--- src/rtl/ascon_block_packer.sv ---
// Packs a narrow valid/ready word stream into left-aligned 64/128-bit ASCON rate blocks,
// applying 10* padding (including the padding-only block) on the final block of a message.
module ascon_block_packer #(
  parameter int BUS_W  = 32,
  parameter bit PAD_EN = 1'b1
) (
  input  logic                       clock,
  input  logic                       n_reset,
  input  logic                       abort,
  input  logic                       rate_sel,
  input  logic [BUS_W-1:0]           s_data,
  input  logic                       s_valid,
  output logic                       s_ready,
  input  logic                       s_last,
  input  logic [$clog2(BUS_W/8):0]   s_bytes,
  output logic [127:0]               blk_data,
  output logic                       blk_valid,
  input  logic                       blk_ready,
  output logic                       blk_last,
  output logic [4:0]                 blk_bytes,
  output logic                       err
);

  localparam int BB     = BUS_W / 8;
  localparam int SBW    = $clog2(BB) + 1;
  localparam int WPB_HI = 128 / BUS_W;
  localparam int WPB_LO = 64 / BUS_W;

  typedef enum logic [1:0] {
    FILL = 2'd0,
    HOLD = 2'd1,
    PAD  = 2'd2
  } state_t;

  state_t         state_r;
  state_t         state_s;
  logic [3:0]     idx_r;
  logic           rate_r;
  logic           in_msg_r;
  logic           pad_pending_r;
  logic [127:0]   acc_r;
  logic [127:0]   blk_data_r;
  logic           blk_last_r;
  logic [4:0]     blk_bytes_r;
  logic           err_r;

  logic           accept_s;
  logic           rate_eff_s;
  logic [3:0]     last_idx_s;
  logic           close_s;
  logic           bad_bytes_s;
  logic [SBW-1:0] nb_s;
  logic [5:0]     n_s;
  logic [5:0]     rate_bytes_s;
  logic [BUS_W-1:0] byte_mask_s;
  logic [7:0]     word_shift_s;
  logic [7:0]     pad_shift_s;
  logic [127:0]   block_s;

  assign accept_s = s_valid && (state_r == FILL);

  // Slot placement, byte masking, byte count and 10* padding for the incoming word
  always_comb begin
    // the rate is only taken from rate_sel on the first word of a message
    rate_eff_s   = (idx_r == 4'd0 && !in_msg_r) ? rate_sel : rate_r;
    last_idx_s   = rate_eff_s ? 4'(WPB_HI - 1) : 4'(WPB_LO - 1);
    rate_bytes_s = rate_eff_s ? 6'd16 : 6'd8;
    close_s      = s_last || (idx_r == last_idx_s);
    bad_bytes_s  = (s_bytes > SBW'(BB));
    nb_s         = (!s_last || bad_bytes_s) ? SBW'(BB) : s_bytes;
    n_s          = 6'(idx_r) * 6'(BB) + 6'(nb_s);
    byte_mask_s  = {BUS_W{1'b0}};
    for (int b = 0; b < BB; b++) begin
      byte_mask_s[BUS_W-1-8*b -: 8] = (b < int'(nb_s)) ? 8'hFF : 8'h00;
    end
    word_shift_s = 8'd128 - 8'(BUS_W) * (8'(idx_r) + 8'd1);
    pad_shift_s  = 8'd120 - {n_s[4:0], 3'b000};
    block_s      = acc_r | (128'(s_data & byte_mask_s) << word_shift_s);
    if (s_last && PAD_EN && (n_s < rate_bytes_s)) begin
      block_s = block_s | (128'h80 << pad_shift_s);
    end else begin
      block_s = block_s;
    end
  end

  // Next-state decode; abort overrides every other event
  always_comb begin
    state_s = state_r;
    if (abort) begin
      state_s = FILL;
    end else begin
      case (state_r)
        FILL: begin
          if (accept_s && close_s) state_s = HOLD;
          else                     state_s = FILL;
        end
        HOLD: begin
          if (blk_ready) state_s = pad_pending_r ? PAD : FILL;
          else           state_s = HOLD;
        end
        PAD: begin
          if (blk_ready) state_s = FILL;
          else           state_s = PAD;
        end
        default: state_s = FILL;
      endcase
    end
  end

  // State register
  always_ff @(posedge clock or negedge n_reset) begin
    if (!n_reset) state_r <= FILL;
    else          state_r <= state_s;
  end

  // Accumulator, emitted block registers and sticky error flag
  always_ff @(posedge clock or negedge n_reset) begin
    if (!n_reset) begin
      idx_r         <= 4'd0;
      rate_r        <= 1'b0;
      in_msg_r      <= 1'b0;
      pad_pending_r <= 1'b0;
      acc_r         <= 128'd0;
      blk_data_r    <= 128'd0;
      blk_last_r    <= 1'b0;
      blk_bytes_r   <= 5'd0;
      err_r         <= 1'b0;
    end else if (abort) begin
      idx_r         <= 4'd0;
      in_msg_r      <= 1'b0;
      pad_pending_r <= 1'b0;
      acc_r         <= 128'd0;
      blk_data_r    <= 128'd0;
      blk_last_r    <= 1'b0;
      blk_bytes_r   <= 5'd0;
    end else begin
      if (accept_s) begin
        if (s_last && bad_bytes_s) err_r <= 1'b1;
        rate_r   <= rate_eff_s;
        in_msg_r <= !s_last;
        if (close_s) begin
          acc_r       <= 128'd0;
          idx_r       <= 4'd0;
          blk_data_r  <= block_s;
          blk_bytes_r <= n_s[4:0];
          // a message ending exactly on the rate boundary needs a padding-only block
          if (s_last && !(PAD_EN && (n_s == rate_bytes_s))) begin
            blk_last_r    <= 1'b1;
            pad_pending_r <= 1'b0;
          end else begin
            blk_last_r    <= 1'b0;
            pad_pending_r <= s_last;
          end
        end else begin
          acc_r <= block_s;
          idx_r <= idx_r + 4'd1;
        end
      end
      if (state_r == HOLD && blk_ready && pad_pending_r) begin
        blk_data_r    <= {8'h80, 120'd0};
        blk_last_r    <= 1'b1;
        blk_bytes_r   <= 5'd0;
        pad_pending_r <= 1'b0;
      end
    end
  end

  assign s_ready   = (state_r == FILL);
  assign blk_valid = (state_r != FILL);
  assign blk_data  = blk_data_r;
  assign blk_last  = blk_last_r;
  assign blk_bytes = blk_bytes_r;
  assign err       = err_r;

endmodule

--- config.mk ---
export PLATFORM = sky130hd
export DESIGN_NAME = ascon_block_packer
export DESIGN_NICKNAME = d
export VERILOG_FILES = /design/src/rtl/ascon_block_packer.sv
export SDC_FILE = /design/constraint.sdc
export NUM_CORES = 1
export LEC_CHECK = 0
export ABC_AREA = 1
export CELL_PAD_IN_SITES_DETAIL_PLACEMENT = 0
export CELL_PAD_IN_SITES_GLOBAL_PLACEMENT = 1
export CORE_ASPECT_RATIO = 1.4
export CORE_MARGIN = 4
export CORE_UTILIZATION = 45
export CTS_CLUSTER_SIZE = 16
export DETAILED_ROUTE_END_ITERATION = 10
export GPL_TIMING_DRIVEN = 0
export PLACE_DENSITY = 0.83
export SLEW_MARGIN = 0
export SYNTH_ARGS = -nofsm -noshare
export SYNTH_HDL_FRONTEND = slang
export SYNTH_SLANG_ARGS = --single-unit
--- constraint.sdc ---
create_clock -name clock -period 7.4 [get_ports clock]
set_input_delay 1.11 -clock clock [delete_from_list [all_inputs] [get_ports clock]]
set_output_delay 1.11 -clock clock [all_outputs]
set_load 0.02 [all_outputs]
==> impl_metrics.csv <==
group,metric,value,unit
clock_tree,cts.sinks,272,
critical_path,critPathKind,"input port to flop",
routing,dr_wl_met2,21400,um
grt,grt_max_degree,116,
timing,skew,0.0122,ns
finish,n_fill_cell,2603,
critical_path,crit_buf_inv,4,
timing,slew_headroom,42.5,%
synth,ys_ff_latch,272,
status,status,"completed",
timing,period_share,56.7,%
critical_path,startpoint_type,"input port",
floorplanning,start_util,45.6,%
critical_path,path_cells,"clkdlybuf4s50_1 > nand2_1 > buf_2 > ha_1 > ha_1 > xor2_1 > ha_1 > inv_1 > o21ai_1 > nor2_2 > nand3_1 > inv_2 > nand2_1 > nand2_1 > nand4_1 > nand2_1",
floorplanning,io_pins,179,
synth,synthAdderAreaFrac,0.580,%
power,power_density,218,mW/mm^2
finish,antennaDiodeCount,0,
critical_path,slowest_stage,"clkdlybuf4s50_1",
routing,first_iter_violations,910,
min_path,min-delay-path-class,"flop to flop",
clock_tree,hold_buffers,0,
floorplanning,dieArea,0.0316,sq mm
clock_tree,htree_levels,1,
finish,final_common_cell,"nand2_1",
timing,hold_viol_final,0,
synth,synth_xor_xnor_area_share,0.338,%
floorplanning,die_w,151,um
critical_path,critical-path-top-delay-family,"buffers and inverters",
synth,avgSynthCellArea,9.10,sq um
synth,synth-simple-area-share,27.0,%
synth,ys_warn_count,0,
synth,syn-cell-area,0.0130,sq mm
clock_tree,cts_tree,"yes",
clock_tree,postCtsSetupRepairBufs,0,
grt,antenna_found_initial,0,
grt,grt_util_all_layers,28.0,%
synth,synth_nets,1471,
power,clkPwrFrac,41.8,%
place,post_dp_cell_area,0.0153,sq mm
critical_path,cp_max_fo,10,
routing,viasPerCell,5.77,
synth,postSynthCellCount,1423,
timing,min_period,4.20,ns
timing,rsz0062_at_grt,"no",
routing,wl_per_cell,21.8,um
critical_path,worstSetupEndpointType,"flop",
synth,muxShareOfSynthArea,0,%
clock_tree,ctsResizeCount,0,
run,maxCapViolCount,0,
clock_tree,insertion_delay,0.56,ns
floorplanning,rows,73,
critical_path,slowest_delay,0.67,ns
routing,ant_nets,0,
routing,dr.pass1.iters,5,
routing,via_count,11700,
synth,synth_top_family_by_area,"simple AND/OR/NAND/NOR gates",
grt,grt_overflow,0,
timing,worst_pin_slew,0.863,ns
synth,synth_cell_types,33,
finish,drive_gt1_share,7.27,%
finish,layout_common_cells,"nand2_1, dfrtp_1, nand3_1, clkdlybuf4s50_1, nand4_1",
grt,grt_pass1_wl,68700,um
routing,wl_met3,2480,um
timing,setup_viol,0,
timing,worst_hold_slack,0.482,ns
routing,topRoutingLayerUsed,"met4",
floorplanning,die_h,209,um
floorplanning,coreArea,0.0284,sq mm
power,power_switching,995,uW
critical_path,crit_arrival,4.69,ns
timing,timing.fmax,238,MHz
synth,ys_seq_area_share,52.5,%
routing,drcViolationCount,0,
place,gp_congestion,0.942,
power,p_int,2.54,mW
clock_tree,clkTransAtPathRegs,0.06,ns
power,peakVddDrop,0.156,mV
clock_tree,numCtsBuffers,27,
power,comb_power_share,14.7,%
synth,synth_compound_area_share,13.9,%
routing,routed_wl,44100,um
finish,syn_to_final_growth,25.0,%
finish,design_area,0.0162,sq mm
finish,ff_latch_area,0.00681,sq mm
power,swShare,28.1,%
place,hpwlAfterDp,32700,um
timing,maxSlewViolCount,0,
clock_tree,root_buffer,"clkbuf_16",
finish,multi_input_area,0.00541,sq mm
grt,grt_pass1_vias,12000,
clock_tree,cts.path.max_buffers,3,
critical_path,crit_required,7.89,ns
place,portBuffers,177,
power,power_frac_seq,43.5,%
routing,wl_met1,17500,um
finish,final_nets,1679,
power,p_leak,7.47,nW
critical_path,cpMostUsedCell,"nand2_1",
## power by group through the flow
stage | Sequential, mW | Combinational, mW | Clock [mW]
CTS | 1.54 | 0.518 | 1.49
finish | 1.54 | 0.520 | 1.48
global placement | 1.57 | 0.508 | 0
global route | 1.54 | 0.559 | 1.55
floorplan | 1.59 | 0.255 | 0
detailed placement | 1.57 | 0.516 | 0
## worst min-delay path: cells and delay by family (launching register included)
kind	cells	cell delay [ns]
flip-flops	1	0.34
AND/OR/NAND/NOR	2	0.11
## metal layers
metal	vias up	GRT usage (%)
met2	432	46.0
met4	0	15.2
met1	5736	35.9
met3	138	3.43
met5	-	0
li1	5376	-
## through the flow
stage          cells  power, mW  util, %  worst slack (ns)  setup TNS, ns
6_report        2026       3.54     57.0              3.20              0
4_1_cts         2026       3.55     57.0              3.31              0
2_1_floorplan   1423       1.84        -              4.20              0
3_3_place_gp    1975       2.08     53.5             -6.66       -1804.33
5_1_grt         2026       3.65     57.0              3.10              0
3_5_place_dp    1977       2.08     53.7              2.74              0
## cell usage after synthesis, drive strengths merged
cell | n | area share, %
nand2 | 322 | 9.4
nand3 | 231 | 9.1
nand4 | 139 | 6.7
ha | 6 | 0.58
a31o | 1 | 0.068
inv | 31 | 0.90
nor2 | 42 | 1.5
o21bai | 112 | 6.5
o21ai | 12 | 0.49
and2 | 1 | 0.048
a21boi | 112 | 6.5
xor2 | 3 | 0.20
xnor2 | 2 | 0.14
clkbuf | 73 | 2.1
nor3 | 3 | 0.15
a21oi | 7 | 0.27
nand3b | 1 | 0.058
buf | 52 | 2.7
o22ai | 1 | 0.048
dfrtp | 272 | 53
## final cells by class
cell class | instances | share of cell area [%]
Buffer | 125 | 3.83
Clock buffer | 36 | 4.75
Clock inverter | 13 | 1.07
Inverter | 31 | 0.718
Multi-Input combinational cell | 995 | 33.4
Sequential cell | 272 | 42.0
Tap cell | 375 | 2.90
Timing Repair Buffer | 179 | 11.3
## cell families after synthesis
logic type	after synthesis
xor gates and xnor gates	5
adders and majority gates	6
and+or+nand+nor	739
DFF	272
buffers and inverters	156
AOI/OAI and AO/OA	245
## worst paths after layout
path,startpoint,to,slack [ns],cells after the start
worst max-delay path,s_last,blk_data[119]$_DFFE_PN0P_,3.20,16
worst min-delay path,acc_r[23]$_DFFE_PN0P_,acc_r[23]$_DFFE_PN0P_,0.48,2
worst max register to register,idx_r[0]$_DFFE_PN0P_,blk_data[119]$_DFFE_PN0P_,3.96,19
worst min register to register,acc_r[23]$_DFFE_PN0P_,acc_r[23]$_DFFE_PN0P_,0.48,2
max in group asynchronous,n_reset,blk_data[43]$_DFFE_PN0P_,5.90,2
min in group asynchronous,n_reset,acc_r[127]$_DFFE_PN0P_,0.51,1
## state kept, by name (all words and copies together), names as in the netlist
register and count:
err 1, blk_data 128, state_r 2, rate_r 1, blk_bytes 5, pad_pending_r 1
acc_r 128, blk_last 1, in_msg_r 1, idx_r 4
No activity file was read; power rests on OpenSTA's default activity.
